`config.mk`:
```
export PLATFORM = sky130hd
export DESIGN_NAME = riscv_state_dump
export DESIGN_NICKNAME = d
export VERILOG_FILES = /design/src/rtl/riscv_state_dump.sv
export SDC_FILE = /design/constraint.sdc
export NUM_CORES = 1
export LEC_CHECK = 0
export CAP_MARGIN = 20
export CORE_MARGIN = 2
export CORE_UTILIZATION = 40
export CTS_CLUSTER_DIAMETER = 30
export CTS_CLUSTER_SIZE = 20
export DETAILED_ROUTE_END_ITERATION = 8
export PLACE_DENSITY = 0.82
export SLEW_MARGIN = 20
export SYNTH_ARGS = -nofsm -noshare
export SYNTH_HDL_FRONTEND = slang
export SYNTH_SLANG_ARGS = --single-unit
export TNS_END_PERCENT = 20
```
`constraint.sdc`:
```
create_clock -name clk1 -period 2.78 [get_ports clk1]
set_clock_uncertainty 0.1 [all_clocks]
set_input_delay 0.417 -clock clk1 [delete_from_list [all_inputs] [get_ports clk1]]
set_output_delay 0.417 -clock clk1 [all_outputs]
set_load 0.1 [all_outputs]
```
`src/rtl/riscv_state_dump.sv`:
```
// Debug access unit: halts the core, then dumps regfile/dmem over a
// valid/ready stream or preloads the regfile from an input stream.
module riscv_state_dump #(
  parameter int XLEN      = 32,
  parameter int NREGS     = 32,
  parameter int RIDX_W    = 5,
  parameter int MEM_DEPTH = 1024,
  parameter int MEM_AW    = 10
) (
  input  logic              clk1,
  input  logic              rst,
  input  logic              start,
  input  logic [1:0]        mode,
  input  logic [MEM_AW-1:0] mem_base,
  input  logic [MEM_AW:0]   mem_count,
  output logic              busy,
  output logic              done,
  output logic              core_halt,
  input  logic              halt_ack,
  output logic [RIDX_W-1:0] rf_raddr,
  input  logic [XLEN-1:0]   rf_rdata,
  output logic              rf_we,
  output logic [RIDX_W-1:0] rf_waddr,
  output logic [XLEN-1:0]   rf_wdata,
  output logic              dm_re,
  output logic [MEM_AW-1:0] dm_raddr,
  input  logic [XLEN-1:0]   dm_rdata,
  output logic              out_valid,
  input  logic              out_ready,
  output logic [XLEN-1:0]   out_data,
  output logic              out_tag,
  output logic              out_last,
  input  logic              in_valid,
  output logic              in_ready,
  input  logic [XLEN-1:0]   in_data
);

  typedef enum logic [2:0] {
    IDLE, HALT_WAIT, REG_DUMP, MEM_REQ,
    MEM_CAP, REG_LOAD, FINISH
  } state_t;

  localparam logic [RIDX_W-1:0] LAST_REG =
    RIDX_W'(NREGS - 1);
  localparam logic [MEM_AW-1:0] LAST_ADDR =
    MEM_AW'(MEM_DEPTH - 1);

  state_t              state;
  logic [1:0]          mode_q;
  logic [MEM_AW-1:0]   base_q;
  logic [MEM_AW:0]     count_q;
  logic [MEM_AW:0]     j;
  logic [RIDX_W-1:0]   k;
  logic                tail;

  logic                can_load;
  logic                in_hs;
  logic                reg_last;
  logic                mem_last;
  logic                to_mem;
  logic [MEM_AW-1:0]   next_addr;

  assign can_load  = !out_valid || out_ready;
  assign in_hs     = (state == REG_LOAD) &&
                     in_valid && in_ready;
  assign rf_we     = in_hs && (k != '0);
  assign rf_waddr  = in_hs ? k : '0;
  assign rf_wdata  = in_hs ? in_data : '0;
  assign reg_last  = (mode_q == 2'd0) ||
                     (mode_q == 2'd2 && count_q == '0);
  assign to_mem    = (mode_q == 2'd2) && (count_q != '0);
  assign mem_last  = (j == count_q - (MEM_AW+1)'(1));
  assign next_addr = (dm_raddr == LAST_ADDR) ? '0 :
                     dm_raddr + MEM_AW'(1);

  always_ff @(posedge clk1) begin
    if (rst) begin
      state     <= IDLE;
      mode_q    <= '0;
      base_q    <= '0;
      count_q   <= '0;
      j         <= '0;
      k         <= '0;
      tail      <= 1'b0;
      busy      <= 1'b0;
      done      <= 1'b0;
      core_halt <= 1'b0;
      rf_raddr  <= '0;
      dm_re     <= 1'b0;
      dm_raddr  <= '0;
      out_valid <= 1'b0;
      out_data  <= '0;
      out_tag   <= 1'b0;
      out_last  <= 1'b0;
      in_ready  <= 1'b0;
    end else begin
      done  <= 1'b0;
      dm_re <= 1'b0;
      if (out_valid && out_ready)
        out_valid <= 1'b0;
      unique case (state)
        IDLE: begin
          if (start) begin
            mode_q    <= mode;
            base_q    <= mem_base;
            count_q   <= mem_count;
            core_halt <= 1'b1;
            busy      <= 1'b1;
            state     <= HALT_WAIT;
          end
        end
        HALT_WAIT: begin
          if (halt_ack) begin
            unique case (mode_q)
              2'd0, 2'd2: begin
                rf_raddr <= '0;
                tail     <= 1'b0;
                state    <= REG_DUMP;
              end
              2'd1: begin
                if (count_q == '0) begin
                  done      <= 1'b1;
                  busy      <= 1'b0;
                  core_halt <= 1'b0;
                  out_valid <= 1'b0;
                  state     <= FINISH;
                end else begin
                  dm_re    <= 1'b1;
                  dm_raddr <= base_q;
                  j        <= '0;
                  tail     <= 1'b0;
                  state    <= MEM_REQ;
                end
              end
              2'd3: begin
                k        <= '0;
                in_ready <= 1'b1;
                state    <= REG_LOAD;
              end
            endcase
          end
        end
        REG_DUMP: begin
          if (!tail) begin
            if (can_load) begin
              out_valid <= 1'b1;
              out_data  <= rf_rdata;
              out_tag   <= 1'b0;
              out_last  <= (rf_raddr == LAST_REG) && reg_last;
              if (rf_raddr == LAST_REG)
                tail <= 1'b1;
              else
                rf_raddr <= rf_raddr + RIDX_W'(1);
            end
          end else if (out_ready) begin
            if (to_mem) begin
              dm_re    <= 1'b1;
              dm_raddr <= base_q;
              j        <= '0;
              tail     <= 1'b0;
              state    <= MEM_REQ;
            end else begin
              done      <= 1'b1;
              busy      <= 1'b0;
              core_halt <= 1'b0;
              out_valid <= 1'b0;
              state     <= FINISH;
            end
          end
        end
        MEM_REQ: begin
          state <= MEM_CAP;
        end
        MEM_CAP: begin
          if (tail) begin
            if (out_ready) begin
              done      <= 1'b1;
              busy      <= 1'b0;
              core_halt <= 1'b0;
              out_valid <= 1'b0;
              state     <= FINISH;
            end
          end else if (can_load) begin
            out_valid <= 1'b1;
            out_data  <= dm_rdata;
            out_tag   <= 1'b1;
            out_last  <= mem_last;
            if (mem_last) begin
              tail <= 1'b1;
            end else begin
              j        <= j + (MEM_AW+1)'(1);
              dm_raddr <= next_addr;
              dm_re    <= 1'b1;
              state    <= MEM_REQ;
            end
          end
        end
        REG_LOAD: begin
          if (in_hs) begin
            if (k == LAST_REG) begin
              in_ready  <= 1'b0;
              done      <= 1'b1;
              busy      <= 1'b0;
              core_halt <= 1'b0;
              out_valid <= 1'b0;
              state     <= FINISH;
            end else begin
              k <= k + RIDX_W'(1);
            end
          end
        end
        FINISH: begin
          state <= IDLE;
        end
        default: state <= IDLE;
      endcase
    end
  end

endmodule
```
# Word level (Yosys, flattened, before mapping)
# Cells that the tools add are included.
# classes
add_sub_neg	5
n_mul	0
div	0
order_cmp	0
n_eq_ne	39
n_shift	0
muxes	123
bitwise_logic	0
n_reduce_logical	30
# op_table
op	n
32-bit two-way mux	5
10-bit two-way mux	10
11-bit two-way mux	9
32-bit case mux with 2 select lines	1
1-bit two-way mux	61
5-bit two-way mux	10
2-bit != test, second input constant	19
3-bit two-way mux	12
11-bit case mux with 3 select lines	1
10-bit case mux with 3 select lines	1
5-bit case mux with 2 select lines	2
3-bit case mux with 6 select lines	1
5-bit AND reduction	3
3-bit != test, second input constant	4
12-bit AND reduction	1
11-bit by 1-bit adder with 11-bit output, second input constant	1
11-bit == test	1
11-bit logical NOT	1
11-bit nonzero test	1
11-bit by 1-bit subtractor with 11-bit output, second input constant	1
10-bit by 1-bit adder with 10-bit output, second input constant	1
5-bit by 1-bit adder with 5-bit output, second input constant	2
10-bit == test, second input constant	1
5-bit == test, second input constant	2
26 further kinds	46
# totals
register_bits	97
latchBits	0
ramBits	0
romBits	0
in_bits	125
out_inout_bits	93
wordCells	214
memories	0

# Longest topological paths before layout
# logic_depth
word_depth	7
ltp_mapped	12
mapped_depth_nobuf	10

# Least setup slack after synthesis
# OpenSTA, ideal clock, no wires.
# synth_timing
path_type	register to output
start	register in_ready
end	output rf_we
t_arrival_ps	2713
t_required_ps	2263
setup_slack_ps	-450
path_stages_with_launch	3
n_path_buf	0
path_cell_list	dfxtp_1 nand4_1 nor2_1
# synth_between
elab_chain_cells	2
# synth_lines
item	line	rtl
start: declaration	34	output logic in_ready,
start signal: assignment	95	in_ready <= 1'b0;
start signal: assignment	137	in_ready <= 1'b1;
start signal: assignment	201	in_ready <= 1'b0;
1-bit logical AND	65	in_valid && in_ready;
1-bit logical AND	66	assign rf_we = in_hs && (k != '0);
end: declaration	22	output logic rf_we,
# No other way between the ends.

# Worst setup path in the final report
# layout_timing
start	register count_q[3]
end	register j[6]
# layout_between
elab_chain_cells	4
elab_cells_between_ends	9
cone_classes	add/sub (1); eq/ne (4); reduce/logical (4)
# layout_lines
item	line	rtl
start: declaration	51	logic [MEM_AW:0] count_q;
start signal: assignment	106	count_q <= mem_count;
11-bit by 1-bit subtractor with 11-bit output or 11-bit nonzero test (tied branches)	72, 71	
11-bit == test or 1-bit logical AND (tied branches)	72, 71	
2-bit != test (no line)	--	
10-bit AND reduction (no line) *	--	
end signal: assignment	191	j <= j + (MEM_AW+1)'(1);
end: declaration	52	logic [MEM_AW:0] j;
# Mark *: on every way between the ends. The rest lies on a longest branch, timed or not.
# A chain may end at the register's enable or synchronous reset.

==> results_dict.tcl <==
set metrics [dict create \
    synthArstFlopShare_pct 0 \
    postSynthNetCount 818 \
    nets 1025 \
    ff_latch_area_um2 1940 \
    final_design_area_no_fill_um2 8500 \
    yosys_warnings 0 \
    grt_usage_pct 23.3 \
    drt_wl_total_um 17400 \
    drt-initial-drc-count 394 \
    core-area_um2 13300 \
    ant_nets 0 \
    port_buffers 217 \
    fin_setup_tns_ns 0 \
    worst_hold_path.endpoint "out_tag" \
    multiInputGateArea_um2 3240 \
    leakagePower_nw 3.33 \
    cts_tree "built" \
    dp_cells 1054 \
    dieWidth_um 121 \
    reg2regPathDepth 8 \
    hold_viol 0 \
    hp-class "reg -> reg" \
    seq_area_frac_synth_pct 35.6 \
    layout-drive-gt1-share_pct 20.8 \
    ys_ff_latch 97 \
    synth_flop_cell "dfxtp_1" \
    avgSynthCellArea_um2 7.98 \
    die_y_um 121 \
    overflow 0 \
    num_vias 5851 \
    grt_max_degree 69 \
    gp_congestion 0.893 \
    yosysTopAreaCellShare_pct 35.6 \
    routed_via_density 5.46 \
    syn2layout_area_growth_pct 55.7 \
    dieArea_um2 14600 \
    max_freq_mhz 368 \
    worst_pin_slew_ns 0.503 \
    r2r_slack_ns 0.07 \
    status "finished clean" \
    clk_pin_slew_ns 0.07 \
    detail_route.first_pass.iterations 6 \
    synth-compound-area-share_pct 18.9 \
    hpwl_um 12800 \
    cts_root_buf "clkbuf_16" \
    grt_pass1_vias 5508 \
    rr_startpoint "count_q[3]" \
    synthMuxAreaShare_pct 5.34 \
    powerDensity_nw_per_um2 1180 \
    synth-xor-area-share_pct 2.57 \
    grt_pass1_wl_um 27600 \
    h-tree-depth 3 \
    synth-edff-count 0 \
    synth_top_area_cell "dfxtp_1" \
    synthAdderAreaFrac_pct 2.06 \
    ios 218 \
    final_core_util_pct 63.9 \
    synth.area.top_cells "dfxtp_1 (36%), nand2_1 (7.1%), nor2_1 (6.5%), a311oi_1 (5.6%), mux2i_1 (5.1%)" \
    maxCapViolCount 0 \
    drc 0 \
    layout_common_cells "clkdlybuf4s50_1 (123), nand2_1 (103), dfxtp_1 (95)" \
    wl_per_cell_um 16.2 \
    place_area_um2 8100 \
    cp.arrival_ns 2.84 \
    crit_type "reg -> reg" \
    r2r_end "j[6]" \
    clock_latency_ns 0.35 \
    clockBufferDepth 2 \
    final_cells 1072 \
    initial_utilization_pct 41.1 \
    synth_area_um2 5460 \
    netlist_instances 684 \
    n_antenna_cell 0 \
    worstHoldStart "out_tag" \
    end_kind "register" \
    synth_top_family_by_area "simple AND/OR/NAND/NOR gates" \
    crit_required_ns 2.91 \
    antenna_found_initial 0 \
    rows 42 \
    drv_slew 0 \
    yosys.area_share.simple_pct 29.3 \
    max-vdd-ir-drop_mv 0.552 \
    relSlewSlack_pct 66.3 \
    rsz0062_at_grt "true" \
    cp_max_fo 15 \
    startpoint_type "register" \
    finalCritPeriodShare_pct 97.6 \
    cts_buffers 9 \
    cts.sinks 97 \
    final_common_cell "clkdlybuf4s50_1" \
    synth.distinct_cells 70 \
    period_minus_slack_ns 2.71 \
    fillers 1104 \
    hold_path_depth 2 \
    setup_viol 0 \
]
[kinds of logic (layout without fill, tap and decap cells)]
group / Yosys count / count (layout)
AO/OA/AOI/OAI: 136 / 136
AND/OR/NAND/NOR: 333 / 333
buffers and inverters: 64 / 276
flip-flops: 97 / 97
multiplexers: 29 / 29
adder cells (fa/ha/maj): 9 / 9
XOR/XNOR: 16 / 16
[power by group]
group	switching [mW]	internal [mW]	leakage (nW)	total, mW
Combinational	4.36	2.08	2.37	6.44
Sequential	0.361	1.86	0.792	2.23
Clock	0.557	0.843	0.162	1.40
Total	5.28	4.78	3.33	10.1
[synth_stat cells (all sizes together) (2+ instances only)]
cell / n
nor3: 10
a21o: 2
a2111o: 5
nand2b: 7
a22o: 2
o21a: 2
a222oi: 3
nand2: 103
a311oi: 36
nand3: 35
o2111ai: 6
dfxtp: 97
a211oi: 3
a31oi: 11
o211ai: 2
nand4: 7
nor2b: 4
xnor2: 12
ha: 9
or2: 7
nor4b: 4
or3: 3
and3: 6
and2: 38
a22oi: 2
buf: 15
xor2: 4
clkbuf: 36
mux2i: 28
o211a: 2
nor3b: 3
o31ai: 7
o22a: 2
or3b: 2
or4: 3
inv: 11
o21ai: 22
nor2: 95
a41oi: 2
nor4: 3
a21oi: 20
[registers in the layout (all words and copies together) (netlist names), 2 cells and up]
name	flops
out_data	32
count_q	11
j	11
base_q	10
dm_raddr	10
k	5
rf_raddr	5
state	3
mode_q	2
[routing by layer]
metal	vias up	global-route usage, %	part of all wire [%]
met2	244	40.7	50
met5	-	0	0
met4	0	8.28	2.1
met3	32	5.00	7.5
li1	2846	-	-
met1	2729	28.0	40
[metrics by stage]
stage | power, mW | setup slack (ns) | hold WS (ns)
6_report | 10.1 | 0.0662 | 0.379
5_1_grt | 10.6 | -0.0113 | 0.410
4_1_cts | 9.99 | 0.00663 | 0.378
3_5_place_dp | 8.56 | 0.0358 | 0.371
3_3_place_gp | 8.46 | 0.106 | 0.371
2_1_floorplan | 7.08 | -0.0150 | 0.356
[worst max path at each step]
| stage | startpoint | end | slack [ns] | cells after the start |
|---|---|---|---|---|
| floorplan | state[0] | rf_wdata[21] | -0.02 | 6 |
| global placement | count_q[0] | j[9] | 0.11 | 8 |
| detailed placement | count_q[0] | j[6] | 0.04 | 8 |
| CTS | state[0] | rf_wdata[8] | 0.007 | 6 |
| global route | count_q[3] | state[2] | -0.01 | 7 |
| finish | count_q[3] | j[6] | 0.07 | 8 |
[what timing repair did]
item                                    in CTS  in global routing
resized for setup                            0                 10
setup buffers                                0                  2
endpoints found under the setup margin       0                 55
hold buffers                                 0                  0
[cell type report]
class	count	area share (%)
tap	176	2.59
clock inverter	5	1.00
inverter	12	0.530
sequential	97	22.9
clock buffer	11	2.97
timing repair buffer	248	31.9
multi-input combinational	523	38.1
[worst max-delay path, stage by stage, from the launching register on]
cell and delay (ns):
dfxtp_1 0.33, or4_4 0.58, or3_2 0.47, a211oi_2 0.22, o2111a_2 0.28, a21o_1 0.20
buf_6 0.19, a2111o_1 0.15, nand2_1 0.06
Note: power is estimated with default switching activity, not from simulation.
